==> src/rtl/lut_eval_pkg.sv <==
// Shared types and limits for the truth-table evaluator.
// Latency: n/a (types and constants only).
// Backpressure: n/a.
package lut_eval_pkg;

  // Supported range of function input counts.
  localparam int MIN_N_IN = 2;
  localparam int MAX_N_IN = 8;

  // Controller states: idle/evaluate, streaming sweep, one-cycle wrap-up.
  typedef enum logic [1:0] {
    IDLE   = 2'd0,
    SWEEP  = 2'd1,
    FINISH = 2'd2
  } state_t;

endpackage

==> src/rtl/lut_eval_if.sv <==
// Request/response bundle between stimulus logic and the truth-table evaluator.
// Latency: n/a (wiring only).
// Backpressure: none; requests are dropped while busy is high.
interface lut_eval_if #(
  parameter int N_IN = 4
);

  logic                 cfg_load;
  logic [2**N_IN-1:0]   cfg_table;
  logic                 in_valid;
  logic [N_IN-1:0]      in_vec;
  logic                 sweep_start;
  logic                 out_valid;
  logic [N_IN-1:0]      out_idx;
  logic                 y;
  logic                 busy;
  logic                 done;
  logic [N_IN:0]        ones_count;

  // Stimulus side: issues configuration, evaluation and sweep requests.
  modport master (
    output cfg_load, cfg_table, in_valid, in_vec, sweep_start,
    input  out_valid, out_idx, y, busy, done, ones_count
  );

  // Evaluator side.
  modport slave (
    input  cfg_load, cfg_table, in_valid, in_vec, sweep_start,
    output out_valid, out_idx, y, busy, done, ones_count
  );

endinterface

==> src/rtl/lut_eval_seq_mux.sv <==
// Combinational 2**N_IN:1 select of one truth-table bit.
// Latency: 0 cycles (pure combinational).
// Backpressure: none.
module lut_mux #(
  parameter int N_IN = 4
) (
  input  logic [2**N_IN-1:0] table_bits,
  input  logic [N_IN-1:0]    sel,
  output logic               bit_out
);

  assign bit_out = table_bits[sel];

endmodule

==> src/rtl/lut_eval_seq.sv <==
// Loadable N_IN-input truth table with single-vector evaluation and full-table sweep.
// Latency: 1 cycle per evaluation; a sweep streams 2**N_IN outputs starting 2 cycles after start.
// Backpressure: none; all requests are ignored while busy (sweep or its wrap-up cycle).
module lut_eval_seq
  import lut_eval_pkg::*;
#(
  parameter int                 N_IN       = 4,
  parameter logic [2**N_IN-1:0] INIT_TABLE = 16'hA7FF
) (
  input  logic       clk,
  input  logic       rst_n,
  lut_eval_if.slave  bus
);

  localparam int DEPTH = 2**N_IN;

  if (N_IN < MIN_N_IN || N_IN > MAX_N_IN) begin : g_bad_n_in
    $error("lut_eval_seq: N_IN out of supported range");
  end

  state_t              state;
  logic [N_IN-1:0]     idx;
  logic [DEPTH-1:0]    lut_table;
  logic [N_IN-1:0]     sel;
  logic                sel_bit;

  logic                out_valid_q;
  logic [N_IN-1:0]     out_idx_q;
  logic                y_q;
  logic                busy_q;
  logic                done_q;
  logic [N_IN:0]       ones_count_q;

  // One shared table read port: the sweep index owns it during a sweep, the request vector otherwise.
  always_comb begin
    sel = bus.in_vec;
    if (state == SWEEP) begin
      sel = idx;
    end
  end

  lut_mux #(
    .N_IN(N_IN)
  ) u_mux (
    .table_bits (lut_table),
    .sel        (sel),
    .bit_out    (sel_bit)
  );

  // Controller: table updates, evaluation responses, sweep sequencing and minterm counting.
  always_ff @(posedge clk or negedge rst_n) begin
    if (!rst_n) begin
      state        <= IDLE;
      idx          <= '0;
      lut_table    <= INIT_TABLE;
      out_valid_q  <= 1'b0;
      out_idx_q    <= '0;
      y_q          <= 1'b0;
      busy_q       <= 1'b0;
      done_q       <= 1'b0;
      ones_count_q <= '0;
    end else begin
      out_valid_q <= 1'b0;
      done_q      <= 1'b0;
      case (state)
        IDLE: begin
          // The read above sees the pre-edge table, so a same-cycle eval uses the old contents,
          // while a same-cycle sweep starts reading next cycle and sees the new contents.
          if (bus.cfg_load) begin
            lut_table <= bus.cfg_table;
          end
          if (bus.sweep_start) begin
            state        <= SWEEP;
            idx          <= '0;
            ones_count_q <= '0;
            busy_q       <= 1'b1;
          end else if (bus.in_valid) begin
            out_valid_q <= 1'b1;
            out_idx_q   <= bus.in_vec;
            y_q         <= sel_bit;
          end
        end
        SWEEP: begin
          out_valid_q  <= 1'b1;
          out_idx_q    <= idx;
          y_q          <= sel_bit;
          ones_count_q <= ones_count_q + {{N_IN{1'b0}}, sel_bit};
          idx          <= idx + {{(N_IN-1){1'b0}}, 1'b1};
          // Terminal compare on all-ones; the index wraps to zero harmlessly afterwards.
          if (idx == {N_IN{1'b1}}) begin
            state  <= FINISH;
            done_q <= 1'b1;
          end
        end
        FINISH: begin
          state  <= IDLE;
          busy_q <= 1'b0;
        end
        default: begin
          state  <= IDLE;
          busy_q <= 1'b0;
        end
      endcase
    end
  end

  assign bus.out_valid  = out_valid_q;
  assign bus.out_idx    = out_idx_q;
  assign bus.y          = y_q;
  assign bus.busy       = busy_q;
  assign bus.done       = done_q;
  assign bus.ones_count = ones_count_q;

endmodule
==> src/flat_wrapper.sv <==
// flat-port wrapper written by rule: the top's interface ports become plain ports
module lut_eval_seq_flat import lut_eval_pkg::*;
#(
  parameter int                 N_IN       = 4,
  parameter logic [2**N_IN-1:0] INIT_TABLE = 16'hA7FF
)
  (clk, rst_n, bus_cfg_load, bus_cfg_table, bus_in_valid, bus_in_vec, bus_sweep_start, bus_out_valid, bus_out_idx, bus_y, bus_busy, bus_done, bus_ones_count);
  lut_eval_if #(.N_IN(N_IN)) bus_i ();
  input  logic clk;
  input  logic rst_n;
  input wire logic [$bits(bus_i.cfg_load)-1:0] bus_cfg_load;
  input wire logic [$bits(bus_i.cfg_table)-1:0] bus_cfg_table;
  input wire logic [$bits(bus_i.in_valid)-1:0] bus_in_valid;
  input wire logic [$bits(bus_i.in_vec)-1:0] bus_in_vec;
  input wire logic [$bits(bus_i.sweep_start)-1:0] bus_sweep_start;
  output wire logic [$bits(bus_i.out_valid)-1:0] bus_out_valid;
  output wire logic [$bits(bus_i.out_idx)-1:0] bus_out_idx;
  output wire logic [$bits(bus_i.y)-1:0] bus_y;
  output wire logic [$bits(bus_i.busy)-1:0] bus_busy;
  output wire logic [$bits(bus_i.done)-1:0] bus_done;
  output wire logic [$bits(bus_i.ones_count)-1:0] bus_ones_count;
  assign bus_i.cfg_load = bus_cfg_load;
  assign bus_i.cfg_table = bus_cfg_table;
  assign bus_i.in_valid = bus_in_valid;
  assign bus_i.in_vec = bus_in_vec;
  assign bus_i.sweep_start = bus_sweep_start;
  assign bus_out_valid = bus_i.out_valid;
  assign bus_out_idx = bus_i.out_idx;
  assign bus_y = bus_i.y;
  assign bus_busy = bus_i.busy;
  assign bus_done = bus_i.done;
  assign bus_ones_count = bus_i.ones_count;
  lut_eval_seq #(.N_IN(N_IN), .INIT_TABLE(INIT_TABLE)) u_core (.clk(clk), .rst_n(rst_n), .bus(bus_i));
endmodule
==> config.mk <==
export PLATFORM = sky130hd
export DESIGN_NAME = lut_eval_seq_flat
export DESIGN_NICKNAME = d
export VERILOG_FILES = /design/src/rtl/lut_eval_pkg.sv /design/src/rtl/lut_eval_if.sv /design/src/rtl/lut_eval_seq_mux.sv /design/src/rtl/lut_eval_seq.sv /design/src/flat_wrapper.sv
export SDC_FILE = /design/constraint.sdc
export NUM_CORES = 1
export LEC_CHECK = 0
export CORE_ASPECT_RATIO = 0.8
export CORE_MARGIN = 3
export CORE_UTILIZATION = 25
export DETAILED_ROUTE_END_ITERATION = 6
export PLACE_DENSITY = 0.48
export SLEW_MARGIN = 20
export SYNTH_ARGS = -nofsm -noshare
export SYNTH_HDL_FRONTEND = slang
export SYNTH_SLANG_ARGS = --single-unit
==> constraint.sdc <==
create_clock -name clk -period 4.55 [get_ports clk]
set_clock_uncertainty 0.15 [all_clocks]
set_input_delay 0.455 -clock clk [delete_from_list [all_inputs] [get_ports clk]]
set_output_delay 0.455 -clock clk [all_outputs]
set_load 0.02 [all_outputs]
==> summary.md, run 1 <==
| Metric | Value |
|---|---|
| Total track usage | `10.3%` |
| Synth top area cells | `dfrtp_1 33%, dfstp_2 20%, mux2_2 11%` |
| Simple-gate share of the synthesized area | `between 10% and 20%` |
| Synth unique cells | `34` |
| CTS tree | `built` |
| Final Wtd Congestion | `slightly below 0.8` |
| Total wire length | `about 3800 um` |
| N_diodes | `0` |
| Startpoint Class | `register` |
| Largest stage delay on the critical path | `~0.52 ns` |
| Status | `completed` |
| Routed WL per cell | `14.2 um` |
| Min Clock Period, post-route | `roughly 3.4 ns` |
| Fin Hold WS | `about 0.33 ns` |
| Dpl cell area | `2150 sq um` |
| Vias in the first global route | `1256` |
| Hold Path Class | `reg -> reg` |
| Total of max-cap violations | `0` |
| Routed wl met2 | `1730 um` |
| Syn_area_per_cell | `~12 sq um` |
| Post-Synth Adder-Cell Area | `under 10%` |
| Final Hold Vio Count | `0` |
| Area of the mapped netlist | `about 1700 sq um` |
| Arr. time, crit path | `~3.4 ns` |
| Met3 wire length | `about 220 um` |
| Cell Rows | `26` |
| Area share of the largest cell type after synthesis | `between 30% and 40%` |
| Clock Sink Count | `35` |
| Sequential fraction of the synthesis area | `53.3%` |
| Remaining antenna violation count after routing | `0` |
| FF+latch count, synth | `35` |
| Largest family of logic cells by synthesized area | `multiplexers` |
| DP Wirelength | `~2900 um` |
| Post-CTS resize count | `0` |
| PwrDens | `~740 nW/um^2` |
| Initial antenna violation count | `0` |
| Crit path buffers/inverters | `1` |
| PortBufs | `37` |
| Via density | `approximately 4.6` |
| H-tree depth | `2` |
| Yosys top cell by area | `dfrtp_1` |
| Max-slew violations | `0` |
| Num CTS Buffers | `5` |
| Achievable frequency | `298 MHz` |
| Drt drc | `0` |
| Critical path class | `reg -> reg` |
| Largest net degree at the start of global routing | `36` |
| Die span in x | `approximately 97 um` |
| Final Util | `a little over a third` |
| Core box area | `approximately 6400 sq um` |
| Most frequent cells in the layout | `37 x clkdlybuf4s50_1, 22 x dfrtp_1, 17 x mux2_2` |
| RSZ-0062 raised after global routing | `false` |
| Synthesized instance count | `roughly 140` |
| Die footprint | `about 7700 sq um` |
| P&R area growth vs syn | `35.1%` |
| Layout cells sized above 1 | `22.8%` |
| Die Y | `79.2 um` |
| CP endpoint kind | `register` |
| Post-CTS setup buffer count | `0` |
| Ports | `38` |
| CP max stage cell | `mux2i_4` |
| Design Area, Final | `roughly 2300 sq um` |
| Max_slew headroom | `about 46%` |
| Measured slew at the worst slew-check pin | `roughly 0.8 ns` |
| Clock slew at reported path FFs | `about 0.070 ns` |
| Static Leak | `around 0.00092 uW` |
| Worst Path Required | `roughly 4.6 ns` |
| Vias | `1233` |
| Hold Buf Count CTS | `0` |
| Syn Nets | `171` |
| Mux contribution to synthesized area | `18.8%` |
| Starting DRT DRC Count | `56` |
| Worst Path Max Fanout | `15` |
| Skew-Pair Late Insertion Delay | `0.28 ns` |
| Gr ovfl total | `0` |
| Nets | `211` |
| Max layer used | `met3` |
| Yosys Warn Count | `0` |
| First-pass GRT wire length | `6310 um` |
| Initial Util | `about 26%` |
| Most common cell after layout, fill and taps aside | `clkdlybuf4s50_1` |
| Final setup violation count | `0` |
| Delay-heaviest family, CP | `multiplexers` |
| Setup TNS after final layout | `0 ns` |
| Pre-antenna DRT Iters | `4` |
| Wire length on met1 | `~1900 um` |
| Clock Tree Root | `clkbuf_8` |
| Xor-xnor portion of the synthesized cell area | `1.05%` |
| Longest Clk Path Bufs | `2` |
| Synth Area in Compound Gates | `11.9%` |
| Period utilisation layout | `about three quarters` |
| Peak VDD IR | `roughly 0.00020 V` |
| Crit-path cells | `nor2b_1 > buf_4 > mux2i_4 > mux2i_1 > mux2i_1 > a22o_1 > or3_1 > ha_1 > ha_1 > nand3_1 > xor2_1 > o21ai_0` |
-- synth_stat cells, drive strengths merged --
cell type,instances
and3,2
or3,2
a21o,1
mux2i,11
a211oi,2
nor3,1
o21ai,14
nor2,6
a22o,4
nand2b,3
inv,3
a21oi,2
a41oi,1
nor2b,2
nand4,1
o21bai,1
mux2,17
o31ai,2
nand2,12
o41a,1
a31oi,2
xor2,2
buf,3
o22ai,1
ha,3
nor3b,3
nand3,2
dfrtp,22
dfstp,13
nand3b,1
clkbuf,3
-- metal layers --
metal / global-route usage (%) / vias up
li1: - / 594
met1: 14.0 / 605
met2: 15.7 / 34
met3: 3.69 / 0
met4: 2.35 / 0
met5: 0 / -
-- final cells by class --
class | count | area, sq um
tap | 84 | 105
inverter | 3 | 11.3
sequential | 35 | 892
clock buffer | 7 | 108
fill | 636 | 4180
clock inverter | 1 | 5.00
multi-input combinational | 99 | 754
timing repair buffer | 39 | 385
-- worst paths after layout --
check | startpoint | end | slack (ns) | depth (start not counted)
max | u_core.state[0] | u_core.bus.ones_count[4] | 1.20 | 12
min | u_core.bus.out_idx[1] | u_core.bus.out_idx[1] | 0.33 | 2
max reg2reg | u_core.state[0] | u_core.bus.ones_count[4] | 1.20 | 12
min reg2reg | u_core.bus.out_idx[1] | u_core.bus.out_idx[1] | 0.33 | 2
max in group asynchronous | rst_n | u_core.lut_table[13] | 3.46 | 2
min in group asynchronous | rst_n | u_core.idx[2] | 0.44 | 2
-- flip-flops by register name, summed over array words and instances, names as in the netlist --
| register | cells |
|---|---|
| u_core.idx | 4 |
| u_core.bus.ones_count | 5 |
| u_core.state | 2 |
| u_core.bus.out_idx | 4 |
| u_core.bus.y | 1 |
| u_core.bus.done | 1 |
| u_core.bus.busy | 1 |
| u_core.bus.out_valid | 1 |
| u_core.lut_table | 16 |
-- worst min-delay path: stages, from the launching register on --
cell     delay (ns)
dfrtp_1        0.34
nand2_1        0.04
o21ai_0        0.06
-- power breakdown --
group | switching [uW] | internal [uW] | leakage [uW]
Combinational | 378 | 407 | 0.000456
Clock | 110 | 155 | 0.0000594
Sequential | 121 | 503 | 0.000405
-- through the flow --
stage,total power [uW],setup slack (ns),cells
after floorplan,1160,1.67,143
after global placement,1390,1.32,260
after detailed placement,1430,1.20,260
after CTS,1700,1.19,268
after global routing,1810,1.00,268
final,1670,1.20,268
-- cells by family (layout without fill, tap and decap cells) --
family | Yosys count | after routing
buf+inv | 9 | 50
xor+xnor | 2 | 2
compound gates | 31 | 31
mux | 28 | 28
simple gates | 35 | 35
fa+ha+maj | 3 | 3
flops | 35 | 35
Power figures use the tool's default switching activity.
==> run 2, diff against run 1 <==
==> constraint.sdc (replaced) <==
create_clock -name clk -period 3.4 [get_ports clk]
set_clock_uncertainty 0.15 [all_clocks]
set_input_delay 0.34 -clock clk [delete_from_list [all_inputs] [get_ports clk]]
set_output_delay 0.34 -clock clk [all_outputs]
set_load 0.02 [all_outputs]
==> run 2 against run 1 <==
Net effect: register-to-register slack worse by 0.97 ns; sequential share of layout area down 0.22 points; largest power group unchanged; non-clock buffer count up 5; sequential power up 33%; critical path type unchanged; clock power up 7.5%; die area unchanged; critical endpoint unchanged.
==> summary.md, run 2 (synthesized netlist as in run 1, its figures left out) <==
| Metric | Value |
|---|---|
| Die footprint | `between 7000 and 8000 sq um` |
| Design Area, Final | `about 2300 sq um` |
| Largest register FFs | `16` |
| Most frequent cells in the layout | `37 x clkdlybuf4s50_1, 22 x dfrtp_1, 17 x mux2_2` |
| Via density | `roughly 4.6` |
| Total of max-cap violations | `0` |
| Status | `completed` |
| Dpl cell area | `between 2000 and 2500 sq um` |
| Peak VDD IR | `0.000285 V` |
| Num CTS Buffers | `5` |
| Post-CTS resize count | `0` |
| Max_slew headroom | `roughly half` |
| Worst Path Max Fanout | `8` |
| First-pass GRT wire length | `6110 um` |
| Layout cells sized above 1 | `around a quarter` |
| Startpoint Class | `register` |
| Ports | `38` |
| Worst reg2reg path depth | `12` |
| Clock slew at reported path FFs | `0.07 ns` |
| Setup TNS after final layout | `0 ns` |
| H-tree depth | `2` |
| PwrDens | `around 980 nW/um^2` |
| Min Clock Period, post-route | `3.17 ns` |
| Static Leak | `0.000932 uW` |
| Nets | `216` |
| CP max stage cell | `dfrtp_1` |
| Critical path class | `reg -> reg` |
| Die span in x | `between 90 and 100 um` |
| Routed WL per cell | `roughly 14 um` |
| Gr ovfl total | `0` |
| Longest Clk Path Bufs | `2` |
| Final setup violation count | `0` |
| CTS tree | `built` |
| Cell Rows | `26` |
| PortBufs | `37` |
| Pre-antenna DRT Iters | `4` |
| Achievable frequency | `315 MHz` |
| Final Hold Vio Count | `0` |
| Flop2flop setup slack | `between 0.2 and 0.25 ns` |
| # fillers | `647` |
| Remaining antenna violation count after routing | `0` |
| Skew-Pair Late Insertion Delay | `0.28 ns` |
| Worst R2R Start | `u_core.state[0]` |
| Largest net degree at the start of global routing | `36` |
| Starting DRT DRC Count | `33` |
| N_diodes | `0` |
| Initial antenna violation count | `0` |
| Worst Path Required | `~3.4 ns` |
| Post-CTS setup buffer count | `0` |
| Die Y | `between 70 and 80 um` |
| Crit-path cells | `nor2b_1 > mux2i_4 > buf_12 > mux2i_1 > mux2i_1 > a22o_1 > or3_1 > ha_1 > ha_1 > nand3_1 > xor2_1 > o21ai_0` |
| Total wire length | `around 3800 um` |
| Drt drc | `0` |
| Largest register by flop count | `u_core.lut_table` |
| Max-slew violations | `0` |
| Final Wtd Congestion | `0.780` |
| Reg2reg end | `u_core.bus.ones_count[4]` |
| Initial Util | `about a quarter` |
| Period utilisation layout | `~93%` |
| Arr. time, crit path | `roughly 3.2 ns` |
| Measured slew at the worst slew-check pin | `between 0.7 and 0.8 ns` |
| CP endpoint kind | `register` |
| P&R area growth vs syn | `35.8%` |
| Hold Buf Count CTS | `0` |
| RSZ-0062 raised after global routing | `false` |
| Vias in the first global route | `1250` |
| Clock Tree Root | `clkbuf_8` |
| Hold Path Class | `in -> async` |
| Clock Sink Count | `35` |
| Vias | `~1200` |
| Most common cell after layout, fill and taps aside | `clkdlybuf4s50_1` |
| DP Wirelength | `roughly 2800 um` |
| Largest stage delay on the critical path | `around 0.44 ns` |
| Total track usage | `roughly 10%` |
| Core box area | `~6400 sq um` |
-- run 2: cell count changes in the layout (fill, tap and decap cells not counted) --
cell       delta
clkbuf_16     -1
nor3b_2       +1
clkbuf_1      +2
buf_4         +4
clkbuf_8      -1
nor3b_4       -1
buf_12        +1
-- run 2: how the worst max path moves through the flow --
stage	to	cells after the start	slack (ns)	from
after global routing	u_core.bus.ones_count[4]	12	0.06	u_core.state[0]
after floorplan	u_core.bus.ones_count[4]	12	0.52	u_core.state[0]
after detailed placement	u_core.bus.ones_count[4]	11	0.11	u_core.state[0]
after global placement	u_core.bus.ones_count[4]	11	0.28	u_core.state[0]
after CTS	u_core.bus.ones_count[4]	11	0.09	u_core.state[0]
final	u_core.bus.ones_count[4]	12	0.23	u_core.state[0]
-- run 2: layout make-up --
| class | instances | area, sq um | area share [%] |
|---|---|---|---|
| Clock buffer | 7 | 76.3 | 3.36 |
| Multi-Input combinational cell | 99 | 748 | 32.9 |
| Inverter | 3 | 11.3 | 0.495 |
| Clock inverter | 1 | 5.00 | 0.220 |
| Timing Repair Buffer | 44 | 435 | 19.2 |
| Tap cell | 84 | 105 | 4.62 |
| Sequential cell | 35 | 892 | 39.2 |
-- run 2: per-stage QoR --
step,power [uW],hold slack (ns),util [%],std cells,worst slack [ns]
floorplan,1550,-0.106,-,143,0.515
global placement,1880,0.324,33.5,262,0.276
detailed placement,1910,0.332,33.5,262,0.115
CTS,2210,0.334,34.8,270,0.0868
global route,2420,0.365,35.3,273,0.0565
finish,2240,0.310,35.3,273,0.230
-- run 2: metal layers --
| layer | share of wire (%) | global-route usage (%) | routed length [um] | vias to the layer above |
|---|---|---|---|---|
| li1 | - | - | - | 610 |
| met5 | 0 | 0 | 0 | - |
| met1 | 50 | 13.3 | 1870 | 598 |
| met4 | 1.2 | 2.90 | 46 | 0 |
| met3 | 5.5 | 3.34 | 208 | 4 |
| met2 | 43 | 15.5 | 1640 | 35 |
-- run 2: worst max-delay path, delay by kind of cell, from the launching register on --
family / cells / cell delay, ns
fa+ha+maj: 2 / 0.44
mux: 3 / 0.60
simple gates: 3 / 0.75
flops: 1 / 0.44
compound gates: 2 / 0.35
xor+xnor: 1 / 0.16
buf+inv: 1 / 0.15
-- run 2: power by group --
part | leakage (uW) | internal (uW) | total [uW] | switching (uW)
clock network | 0.0000422 | 144 | 285 | 141
logic | 0.000485 | 607 | 1120 | 516
registers | 0.000405 | 673 | 830 | 157
total | 0.000932 | 1420 | 2240 | 814
